==> src/rtl/result_collector.sv <==
// Collects qualifying results from parallel hash lanes into a FIFO through
// per-lane pending registers and a round-robin arbiter, then serialises words LSB first.
module result_collector #(
  parameter int CHANNELS  = 4,
  parameter int DATA_BITS = 32,
  parameter int META_BITS = 12,
  parameter int DEPTH     = 16
) (
  input  logic                            clk,
  input  logic                            rst,
  input  logic [CHANNELS-1:0]             in_valid,
  input  logic [CHANNELS*DATA_BITS-1:0]   in_data,
  input  logic [CHANNELS*META_BITS-1:0]   in_meta,
  input  logic [6:0]                      mask_bits,
  input  logic                            capture_all,
  input  logic                            out_req,
  output logic                            out_bit,
  output logic                            out_busy,
  output logic                            out_empty,
  output logic [15:0]                     drop_count
);

  localparam int CW = (CHANNELS > 1) ? $clog2(CHANNELS) : 1;
  localparam int W  = CW + META_BITS + DATA_BITS;
  localparam int AW = $clog2(DEPTH);
  localparam int NW = $clog2(W + 1);
  localparam int DW = $clog2(CHANNELS + 1);
  localparam int unsigned NCH = CHANNELS;
  localparam int unsigned NDB = DATA_BITS;

  logic [6:0]          mask_eff;
  logic [CHANNELS-1:0] top_zero;
  logic [CHANNELS-1:0] qual;
  logic [CHANNELS-1:0] pend_v;
  logic [W-1:0]        pend_w [CHANNELS];
  logic [CW-1:0]       rr_ptr;
  logic [CW-1:0]       gnt_idx;
  logic                gnt_valid;
  logic [CHANNELS-1:0] gnt_hot;
  logic [CHANNELS-1:0] load;
  logic [CHANNELS-1:0] drop;
  logic [DW-1:0]       drop_n;
  logic [16:0]         drop_sum;
  int unsigned         arb_idx;

  logic [W-1:0]        mem [DEPTH];
  logic [AW:0]         wr_ptr;
  logic [AW:0]         rd_ptr;
  logic                full;
  logic                empty;
  logic                pop;

  logic [W-1:0]        shreg;
  logic [NW-1:0]       left;

  assign mask_eff = (mask_bits > 7'(DATA_BITS)) ? 7'(DATA_BITS) : mask_bits;

  // A data bit falls inside the masked MSB window when b >= DATA_BITS - mask_eff.
  always_comb begin
    top_zero = '1;
    for (int unsigned i = 0; i < NCH; i++) begin
      for (int unsigned b = 0; b < NDB; b++) begin
        if ((b + 32'(mask_eff)) >= NDB && in_data[i*NDB + b])
          top_zero[i] = 1'b0;
      end
    end
    qual = in_valid & (top_zero | {CHANNELS{capture_all}});
  end

  always_comb begin
    gnt_valid = 1'b0;
    gnt_idx   = '0;
    arb_idx   = 0;
    for (int unsigned off = 0; off < NCH; off++) begin
      arb_idx = 32'(rr_ptr) + off;
      if (arb_idx >= NCH)
        arb_idx = arb_idx - NCH;
      if (!gnt_valid && pend_v[arb_idx]) begin
        gnt_valid = 1'b1;
        gnt_idx   = CW'(arb_idx);
      end
    end
    if (full)
      gnt_valid = 1'b0;
  end

  // A lane granted this edge frees its slot, so a new arrival reloads it without a drop.
  always_comb begin
    gnt_hot = '0;
    load    = '0;
    drop    = '0;
    drop_n  = '0;
    for (int unsigned i = 0; i < NCH; i++) begin
      gnt_hot[i] = gnt_valid && (gnt_idx == CW'(i));
      load[i]    = qual[i] && (!pend_v[i] || gnt_hot[i]);
      drop[i]    = qual[i] && pend_v[i] && !gnt_hot[i];
      drop_n     = drop_n + DW'(drop[i]);
    end
    drop_sum = {1'b0, drop_count} + 17'(drop_n);
  end

  assign empty = (wr_ptr == rd_ptr);
  assign full  = (wr_ptr[AW] != rd_ptr[AW]) && (wr_ptr[AW-1:0] == rd_ptr[AW-1:0]);
  assign pop   = out_req && !empty && !out_busy;

  assign out_busy  = (left != '0);
  assign out_bit   = shreg[0];
  assign out_empty = empty;

  always_ff @(posedge clk) begin
    if (rst) begin
      pend_v     <= '0;
      rr_ptr     <= '0;
      wr_ptr     <= '0;
      rd_ptr     <= '0;
      shreg      <= '0;
      left       <= '0;
      drop_count <= '0;
    end else begin
      for (int unsigned i = 0; i < NCH; i++) begin
        if (load[i])
          pend_v[i] <= 1'b1;
        else if (gnt_hot[i])
          pend_v[i] <= 1'b0;
      end
      if (gnt_valid) begin
        wr_ptr <= wr_ptr + 1'b1;
        rr_ptr <= (gnt_idx == CW'(CHANNELS - 1)) ? '0 : gnt_idx + CW'(1);
      end
      if (pop) begin
        rd_ptr <= rd_ptr + 1'b1;
        shreg  <= mem[rd_ptr[AW-1:0]];
        left   <= NW'(W);
      end else if (out_busy) begin
        shreg  <= shreg >> 1;
        left   <= left - 1'b1;
      end
      drop_count <= drop_sum[16] ? 16'hFFFF : drop_sum[15:0];
    end
  end

  always_ff @(posedge clk) begin
    for (int unsigned i = 0; i < NCH; i++) begin
      if (load[i])
        pend_w[i] <= {CW'(i), in_meta[i*META_BITS +: META_BITS], in_data[i*DATA_BITS +: DATA_BITS]};
    end
    if (gnt_valid)
      mem[wr_ptr[AW-1:0]] <= pend_w[gnt_idx];
  end

endmodule

==> config.mk <==
export PLATFORM = sky130hd
export DESIGN_NAME = result_collector
export DESIGN_NICKNAME = d
export VERILOG_FILES = /design/src/rtl/result_collector.sv
export SDC_FILE = /design/constraint.sdc
export NUM_CORES = 1
export LEC_CHECK = 0
export BUFFER_PORTS_ARGS = -buffer_cell sky130_fd_sc_hd__buf_2
export CORE_ASPECT_RATIO = 1.1
export CORE_MARGIN = 2
export CORE_UTILIZATION = 56
export CTS_CLUSTER_DIAMETER = 50
export DETAILED_ROUTE_END_ITERATION = 12
export PLACE_DENSITY = 0.74
export SKIP_CTS_REPAIR_TIMING = 1
export SYNTH_ARGS = -nofsm -noshare
export SYNTH_HDL_FRONTEND = slang
export SYNTH_SLANG_ARGS = --single-unit
==> constraint.sdc <==
create_clock -name clk -period 18.6 [get_ports clk]
set_input_delay 2.79 -clock clk [delete_from_list [all_inputs] [get_ports clk]]
set_output_delay 2.79 -clock clk [all_outputs]
set_load 0.05 [all_outputs]
Word level (Yosys, flattened, before mapping)
Memories as Yosys holds them, arrays and structs flattened. A register that Yosys moved wholly into a read port is not among the register bits.
Index checks and enable logic that the tools add are counted.
{ "op_classes": {"n_reduce_logical": 175, "multipliers": 0, "n_shift": 0, "magnitude_cmp": 41, "mux": 176, "n_bitwise": 2, "div_mod_pow": 0, "eq_ne": 6, "add_sub_neg": 46} }
{ "ops": {"columns": ["cell", "n"], "rows": [
  [">= comparator 8 x 6 -> 1 bit, second input constant", 31],
  ["2-to-1 mux 1 bit", 155],
  ["logical AND 1 bit", 150],
  ["adder 5 x 7 -> 8 bit, first input constant", 16],
  ["< comparator 32 x 3 -> 1 bit, second input constant", 4],
  ["2-to-1 mux 32 bit", 4],
  ["2-to-1 mux 46 bit", 2],
  ["adder 4 x 7 -> 8 bit, first input constant", 8],
  ["adder 3 x 7 -> 8 bit, first input constant", 4],
  ["adder 16 x 3 -> 17 bit", 1],
  ["adder 2 x 7 -> 8 bit, first input constant", 2],
  ["2-to-1 mux 16 bit", 1],
  ["logical NOT 1 bit", 13],
  ["2-to-1 mux 6 bit", 2],
  ["subtractor 3 x 3 -> 4 bit, second input constant", 3],
  ["adder 5 x 1 -> 5 bit, second input constant", 2],
  ["2-to-1 mux 2 bit", 5],
  ["nonzero test 2 bit", 5],
  [">= comparator 3 bit, second input constant", 3],
  ["adder 1 x 7 -> 8 bit, first input constant", 1],
  ["binary-select mux 1 bit (select 2 bit)", 4],
  ["2-to-1 mux 4 bit", 2],
  [">= comparator 7 x 6 -> 1 bit, second input constant", 1],
  ["greater-than comparator 7 x 6 -> 1 bit, second input constant", 1],
  ["21 further kinds", 26]
]} }
{ "totals": {"mem_count": 2, "rom_bits": 0, "out_inout_bits": 19, "wordCells": 459, "input_bits": 191, "mem_bits_rw": 920, "latchBits": 0, "reg_bits": 84} }
{ "mem_list": {"columns": ["name", "depth", "word_bits", "rd", "rd_clocked_by_memory_dff", "write_ports", "line_no", "rtl"], "rows": [
  ["mem", 16, 46, 1, 1, 1, "46", "logic [W-1:0] mem [DEPTH];"],
  ["pend_w", 4, 46, 1, 0, 4, "35", "logic [W-1:0] pend_w [CHANNELS];"]
]} }

Logic depth before layout (Yosys ltp)
Gate-level depths: netlist (run 1).
{ "logic_depth": {"ltp_word": 45, "depth_mapped": 24, "depth_no_buf": 19} }

Least setup slack after synthesis (run 1)
Ideal clock, no wire load.
{ "synth_timing": {"path_kind": "in2reg", "startpoint": "in mask_bits[6]", "endpoint": "mem pend_w[3][0] (netlist name) (enable)", "setup_time_ns": 0.458, "n_path_buf": 3, "stages": 12, "t_arrival_ns": 7.766, "setup_slack_ns": 10.377, "required_time_ns": 18.142, "cell_sequence": "nor2_2 -> inv_1 -> clkbuf_1 -> buf_1 -> ha_1 -> or4_1 -> buf_2 -> or3_4 -> a222oi_1 -> nand4_1 -> or4_4 -> a21boi_1"} }
{ "synth_lines": {"columns": ["item", "line_no", "rtl"], "rows": [
  ["start, declared", "14", "input logic [6:0] mask_bits,"],
  ["end, declared", "35", null]
]} }

Final worst setup path (run 1)
{ "layout_timing": {"startpoint": "in mask_bits[6]", "endpoint": "reg drop_count[2]"} }
{ "layout_between": {"elab_chain_cells": 45, "elab_cells_between_ends": 336, "classes_between": "add/sub: 35; order compare: 33; mux: 130; bitwise: 2; reduce/logical: 136"} }
{ "layout_rtl": {"columns": ["item", "line_no", "rtl"], "rows": [
  ["greater-than comparator 7 x 6 -> 1 bit", "56", "assign mask_eff = (mask_bits > 7'(DATA_BITS)) ? 7'(DATA_BITS) : mask_bits;"],
  ["2-to-1 mux 7 bit (*)", "56", null],
  ["adder 1 x 7 -> 8 bit / >= comparator 7 x 6 -> 1 bit (equally long branches)", "63", "if ((b + 32'(mask_eff)) >= NDB && in_data[i*NDB + b])"],
  [">= comparator 8 x 6 -> 1 bit / logical AND 1 bit (equally long branches)", "63", null],
  ["logical AND 1 bit / 2-to-1 mux 1 bit (equally long branches)", "63", null],
  ["2-to-1 mux 1 bit (31 in series)", "63", null],
  ["OR 4 bit (*)", "67", "qual = in_valid & (top_zero | {CHANNELS{capture_all}});"],
  ["bitwise AND 4 bit (*)", "67", null],
  ["logical AND 1 bit (2 in series)", "96", "drop[i] = qual[i] && pend_v[i] && !gnt_hot[i];"],
  ["adder 1 x 1 -> 2 bit", "97", "drop_n = drop_n + DW'(drop[i]);"],
  ["adder 2 x 1 -> 3 bit", "97", null],
  ["adder 3 x 1 -> 3 bit (*)", "97", null],
  ["adder 16 x 3 -> 17 bit (*)", "99", "drop_sum = {1'b0, drop_count} + 17'(drop_n);"],
  ["2-to-1 mux 16 bit (*)", "138", "drop_count <= drop_sum[16] ? 16'hFFFF : drop_sum[15:0];"],
  ["end signal, assigned", "138", null],
  ["end, declared", "20", "output logic [15:0] drop_count"]
]} }
Every way passes the cells marked *; elsewhere a longest branch is shown, timed or not.
A chain may end at the register's enable or synchronous reset.

==> summary.md, run 1 <==
| Metric | Value |
|---|---|
| Status | `finished, final reports clean` |
| Worst-skew pair later-pin latency | `0.66 ns` |
| Layout cells sized above 1 | `0.2764` |
| # rows | `102` |
| Die height | `283.6 um` |
| Largest family of logic cells by synthesized area | `multiplexers` |
| Worst setup EP type | `flip-flop` |
| Final Cycle Share | `0.4633` |
| Clock tree buffer depth | `3` |
| Final Net Count | `2708` |
| Sequential element share of the synthesized area | `0.7325` |
| Placer Congestion | `0.9869` |
| Maximum fanout along the worst path | `33` |
| Final HPWL DP | `64.95 mm` |
| Routed via count | `23.04k` |
| Mean post-synth cell area | `17.58 um^2` |
| Synthesized Nets | `2471` |
| CTS Buf Count | `97` |
| Fmax | `116.1 MHz` |
| DR iter-0 viols | `2722` |
| Place WS | `9.466 ns` |
| DP Area | `42190 um^2` |
| Worst setup SP type | `input port` |
| Synthesized-area fraction occupied by adder cells | `0.006163` |
| CP max stage delay | `0.73 ns` |
| Max-slew violations | `0` |
| CP dominant cell by count | `fa_1` |
| Max Cap Viol | `0` |
| Commonest non-fill, non-tap cell in the layout | `edfxtp_1` |
| Post-synthesis compound-gate area fraction | `0.05040` |
| Core area | `70320 um^2` |
| RSZ-0062 raised after global routing | `false` |
| Power share of the combinational group | `0.157` |
| Mapped Area | `39790 um^2` |
| Post-route ant nets | `0` |
| DR WL met3 | `9.619 mm` |
| PortBufs | `209` |
| Vias in the first global route | `23.55k` |
| P_leak | `15.00 nW` |
| Final hold violation count | `0` |
| Multiplexer area fraction after synthesis | `0.1312` |
| Placed Instances | `3336` |
| Slowest cell on crit path | `a2111oi_0` |
| Worst Tran Pin Value | `1.303 ns` |
| Relative slew slack | `0.1270` |
| Root buffer cell | `clkbuf_16` |
| Tightest Hold Check Type | `reg -> reg` |
| Sw Ratio | `0.2615` |
| Xor/xnor share of the synthesized area | `0.005062` |
| CTS tree | `yes` |
| DR WL/cell | `31.14 um` |
| R2r setup slk | `13.53 ns` |
| Smallest hold slack | `0.4854 ns` |
| Top layer in use | `met5` |
| Req. time, crit path | `19.18 ns` |
| Crit path time final | `8.617 ns` |
| Synth Instances | `2263` |
| Final Skew | `0.04051 ns` |
| Final WL | `109.6 mm` |
| Final std cells w/o fill | `3521` |
| Initial Util | `0.5659` |
| Top FF cell, synth | `edfxtp_1` |
| Final setup fails | `0` |
| Syn-to-layout area delta | `14.78%` |
| WHS Path Cells | `2` |
| Drt pass-1 iters | `6` |
| Avg Vias per Cell | `6.542` |
| Total track usage | `0.3039` |
| VDD IR max | `0.00008658 V` |
| Crit path kind | `in -> reg` |
| GRT Residual Overflow | `0` |
| Initial antenna violation count | `3` |
| DR WL met2 | `53.24 mm` |
| Number of synthesized flops with an enable pin | `912` |
| Synthesized flop and latch total | `1000` |
| Fin worst setup slack | `9.983 ns` |
| Int Pwr | `4.226 mW` |
| Finished Core Util | `0.6495` |
| Sw power | `1.496 mW` |
| Drt drc | `0` |
| Commonest non-fill, non-tap cells in the layout | `912 x edfxtp_1, 249 x nand2_1, 230 x mux4_2, 208 x buf_2` |
| Clock power frac | `0.360` |
| Depth of the most critical reg-to-reg path | `17` |
| H-tree level count | `3` |
| Overall power | `5.722 mW` |
| Die width | `258.2 um` |
| Sequential share of power | `0.483` |
| Post-route cell area | `45680 um^2` |
| Yosys warning count | `0` |
| Async set or reset register ratio after synthesis | `0` |
| I/O pin count | `210` |
| Met1 wire length | `42.71 mm` |
| Die Area | `73210 um^2` |
| Largest net degree at the start of global routing | `102` |
| Clk sinks | `1000` |
| Setup TNS | `0 ns` |
| Post-Synth Simple-Gate Area | `0.05902` |
| Post-synth cell types | `76` |
| Worst-path clk slew | `0.06 ns` |
| Worst Path Arrival | `9.20 ns` |
| PD cells | `125.3 nW/um^2` |
| Cell Chain, Critical Path | `buf_2, nor2_2, inv_1, ha_1, or4_1, buf_4, o31a_1, a21o_1, a2111oi_0, a31oi_1, nand2b_1, fa_1, inv_1, fa_1, fa_1, nand3_1, nor4_1, nand4_1, a21oi_1` |
| First-pass GRT wire length | `160.2 mm` |
-- final cells by class --
class | instances | area [um^2]
clock buffer | 118 | 2606
tap | 936 | 1171
timing repair buffer | 274 | 1549
multi-input combinational | 1102 | 10270
inverter | 25 | 93.84
antenna | 2 | 5.005
sequential | 1000 | 29160
fill | 4618 | 24640
clock inverter | 64 | 820.8
-- synthesized netlist by cell type (all sizes together), types with 7 or more instances --
| master | n | area (um^2) |
|---|---|---|
| and3 | 50 | 312.8 |
| xor2 | 14 | 122.6 |
| clkbuf | 102 | 382.9 |
| buf | 34 | 146.4 |
| or3 | 7 | 48.80 |
| a21oi | 100 | 500.5 |
| edfxtp | 912 | 27390 |
| nand3 | 22 | 110.1 |
| a21o | 10 | 75.07 |
| nand4 | 13 | 81.33 |
| inv | 24 | 90.09 |
| nor4 | 11 | 68.82 |
| mux4 | 230 | 5180 |
| a211oi | 50 | 375.4 |
| a31oi | 49 | 306.5 |
| nor3 | 24 | 125.1 |
| o21ai | 28 | 140.1 |
| nand2b | 9 | 56.30 |
| o21a | 10 | 75.07 |
| ha | 14 | 175.2 |
| dfxtp | 88 | 1762 |
| nor2 | 102 | 385.4 |
| xnor2 | 9 | 78.83 |
| nand2 | 249 | 934.7 |
-- registers in the layout, summed over array words and instances (netlist names), named ones only --
signal,flops
left,6
pend_v,4
drop_count,16
rd_ptr,5
wr_ptr,5
rr_ptr,2
mem,736
shreg,46
pend_w,176
-- power groups by stage --
stage                     Sequential [mW]  Clock, mW  Combinational [mW]
after detailed placement             2.81          0               0.881
after global routing                 2.78       2.17               0.962
after CTS                            2.76       2.08               0.891
final                                2.77       2.06               0.897
after floorplan                      2.79          0               0.566
after global placement               2.80          0               0.850
-- cell families (layout without fill, tap and decap cells) --
| kind of cell | Yosys count | in the layout |
|---|---|---|
| AO/OA/AOI/OAI | 310 | 310 |
| flip-flops | 1000 | 1000 |
| buffers and inverters | 161 | 481 |
| multiplexers | 234 | 234 |
| XOR/XNOR | 23 | 23 |
| adder cells (fa/ha/maj) | 18 | 18 |
| AND/OR/NAND/NOR | 517 | 517 |
| other | 0 | 2 |
-- routing by layer --
layer | GRT usage | up-vias
met3 | 0.04394 | 210
met2 | 0.4884 | 1359
met1 | 0.4303 | 11917
met5 | 0 | -
li1 | - | 9545
met4 | 0.1104 | 4
-- worst paths after layout --
kind | endpoint | start
hold / removal | left[4] | left[4]
setup reg to reg | drop_count[2] | pend_v[1]
setup / recovery | drop_count[2] | mask_bits[6]
hold reg to reg | left[4] | left[4]
-- critical path: cells and delay by family --
family	cells	cell delay, ns
buffers and inverters	4	0.63
adder cells (fa/ha/maj)	4	1.36
AO/OA/AOI/OAI	5	1.81
AND/OR/NAND/NOR	6	2.59
Note: power is estimated with default switching activity, not from simulation.
==> run 2: changes to the inputs <==
- CORE_UTILIZATION: 56 -> 55
- PLACE_DENSITY: 0.74 -> 0.76
- clock period: 18.6 -> 7.38 ns (I/O delays scaled with it)
==> run 2 against run 1 <==
Against the previous run:
- clock power increased by 150%
- register-to-register slack got worse by 12 ns
- routed wire length rose by 0.50%
- largest power group unchanged
==> summary.md, run 2 (synthesis results as in run 1) <==
| Metric | Value |
|---|---|
| Final Net Count | `2705 (-0.11%)` |
| Post-route cell area | `45610 um^2 (-0.15%)` |
| Req. time, crit path | `7.97 ns (-11.21 ns)` |
| Die Area | `74520 um^2 (+1.8%)` |
| Commonest non-fill, non-tap cell in the layout | `edfxtp_1` |
| Clk sinks | `1000 (unchanged)` |
| Avg Vias per Cell | `6.557 (+0.23%)` |
| Final Skew | `0.04363 ns (+0.003115 ns)` |
| Slowest cell on crit path | `or4_1` |
| Crit path kind | `in -> reg` |
| RSZ-0062 raised after global routing | `false` |
| Worst-path clk slew | `0.06 ns (about the same)` |
| Worst Path Arrival | `6.88 ns (-2.32 ns)` |
| Initial antenna violation count | `2 (-1)` |
| Commonest non-fill, non-tap cells in the layout | `912 x edfxtp_1, 249 x nand2_1, 230 x mux4_2, 208 x buf_2, 99 x clkbuf_16` |
| DR WL/cell | `31.24 um (+0.33%)` |
| Setup crit end | `drop_count[5]` |
| CTS Buf Count | `98 (+1.0%)` |
| Fin worst setup slack | `1.089 ns (-8.894 ns)` |
| DR iter-0 viols | `2439 (-10%)` |
| Clock power frac | `0.358 (-0.002)` |
| CTS tree | `yes` |
| Placer Congestion | `0.9787 (-0.83%)` |
| PortBufs | `209 (unchanged)` |
| Final hold violation count | `0 (unchanged)` |
| Final std cells w/o fill | `3527 (+0.17%)` |
| Max Cap Viol | `0 (unchanged)` |
| I/O pin count | `210 (unchanged)` |
| CP max stage delay | `0.67 ns (-0.06 ns)` |
| Sequential share of power | `0.487 (+0.004)` |
| Place WS | `0.5234 ns (-8.943 ns)` |
| Worst setup EP type | `flip-flop` |
| Layout cells sized above 1 | `0.2737 (-0.002673)` |
| Die height | `286.1 um (+0.89%)` |
| PD cells | `314.4 nW/um^2 (+150%)` |
| Total track usage | `0.3015 (-0.002342)` |
| Core area | `71650 um^2 (+1.9%)` |
| GRT Residual Overflow | `0 (unchanged)` |
| P_leak | `14.94 nW (-0.42%)` |
| # rows | `103 (+0.98%)` |
| Relative slew slack | `0.1123 (-0.01469)` |
| VDD IR max | `0.0002871 V (+230%)` |
| Capturing point of the worst reg2reg path | `drop_count[5]` |
| Largest register FFs | `736 (unchanged)` |
| Max-slew violations | `0 (unchanged)` |
| Placed Instances | `3342 (+0.18%)` |
| CP Launch Point | `mask_bits[4]` |
| R2r setup slk | `1.67 ns (-11.86 ns)` |
| Crit path time final | `6.291 ns` |
| Die width | `260.5 um (+0.89%)` |
| Root buffer cell | `clkbuf_16` |
| Sw power | `3.758 mW (+150%)` |
| Worst r2r src | `wr_ptr[3]` |
| Clock tree buffer depth | `3 (unchanged)` |
| Worst setup SP type | `input port` |
| Drt drc | `0 (unchanged)` |
| DP Area | `42210 um^2 (about the same)` |
| Worst-skew pair later-pin latency | `0.66 ns (about the same)` |
| Final HPWL DP | `65.46 mm (+0.80%)` |
| Fmax | `159.0 MHz` |
| Maximum fanout along the worst path | `21 (-36%)` |
| Initial Util | `0.5554 (-0.01053)` |
| Depth of the most critical reg-to-reg path | `13 (-4)` |
| Syn-to-layout area delta | `14.61%` |
| Sw Ratio | `0.2621 (+0.0006091)` |
| Worst Tran Pin Value | `1.325 ns (+0.02194 ns)` |
| Final setup fails | `0 (unchanged)` |
| First-pass GRT wire length | `160.0 mm (-0.12%)` |
| Int Pwr | `10.58 mW (+150%)` |
| Cell Chain, Critical Path | `buf_2, nor3b_1, buf_4, ha_1, or4_1, buf_4, o21ai_0, nand4_1, a2111oi_0, a31oi_1, nand2b_1, fa_1, inv_1, fa_1, fa_1, nand3_1, nor4_1, nand4_1, a21oi_1` |
| Final Cycle Share | `0.8525` |
| Setup TNS | `0 ns (unchanged)` |
| Power share of the combinational group | `0.156 (about the same)` |
| Tightest Hold Check Type | `reg -> reg` |
| Status | `finished, final reports clean` |
| Overall power | `14.34 mW (+150%)` |
| Routed via count | `23.13k (+0.40%)` |
| CP dominant cell by count | `fa_1` |
| H-tree level count | `3 (unchanged)` |
| Vias in the first global route | `23.42k (-0.55%)` |
| Post-route ant nets | `0 (unchanged)` |
| Drt pass-1 iters | `6 (unchanged)` |
| Largest net degree at the start of global routing | `161 (+58%)` |
| Final WL | `110.2 mm (+0.50%)` |
[run 2: layout make-up]
type | count | area (um^2)
well taps | 945 | 1182
clock buffers | 124 | 2631
repair buffers | 270 | 1531
multi-input cells | 1102 | 10290
clock inverters | 58 | 705.7
fillers | 4887 | 26050
flip-flops and latches | 1000 | 29160
diodes | 3 | 7.507
inverters | 25 | 93.84
[run 2: power groups by stage]
stage          clock, mW  combinational [mW]  sequential (mW)
2_1_floorplan          0                1.43             7.02
3_3_place_gp           0                2.11             7.05
3_5_place_dp           0                2.20             7.08
4_1_cts             5.18                2.22             6.97
5_1_grt             5.39                2.39             7.00
6_report            5.13                2.24             6.98
[run 2: how the worst min path moves through the flow]
stage / startpoint / to / cells after the start
CTS: left[4] / left[4] / 2
detailed placement: left[4] / left[4] / 2
finish: left[4] / left[4] / 2
global placement: left[4] / left[4] / 2
floorplan: left[4] / left[4] / 2
global route: left[4] / left[4] / 2
[run 2: routing by layer]
metal  global-route usage  share of wire
met1               0.4280           0.39
met4              0.08757          0.027
met3              0.05105          0.088
met2               0.4889           0.49
met5                    0        0.00027
[run 2: stage by stage]
step / utilization / hold WS, ns
after CTS: 0.6357 / 0.4876
after global routing: 0.6364 / 0.5039
after global placement: 0.5891 / 0.4535
after floorplan: - / 0.4438
final: 0.6365 / 0.4975
after detailed placement: 0.5891 / 0.4754
[run 2: critical path: cells and delay by family]
family | cells | cell delay, ns
and+or+nand+nor | 7 | 2.51
AOI/OAI and AO/OA | 4 | 1.35
buffers and inverters | 4 | 0.77
adders and majority gates | 4 | 1.13
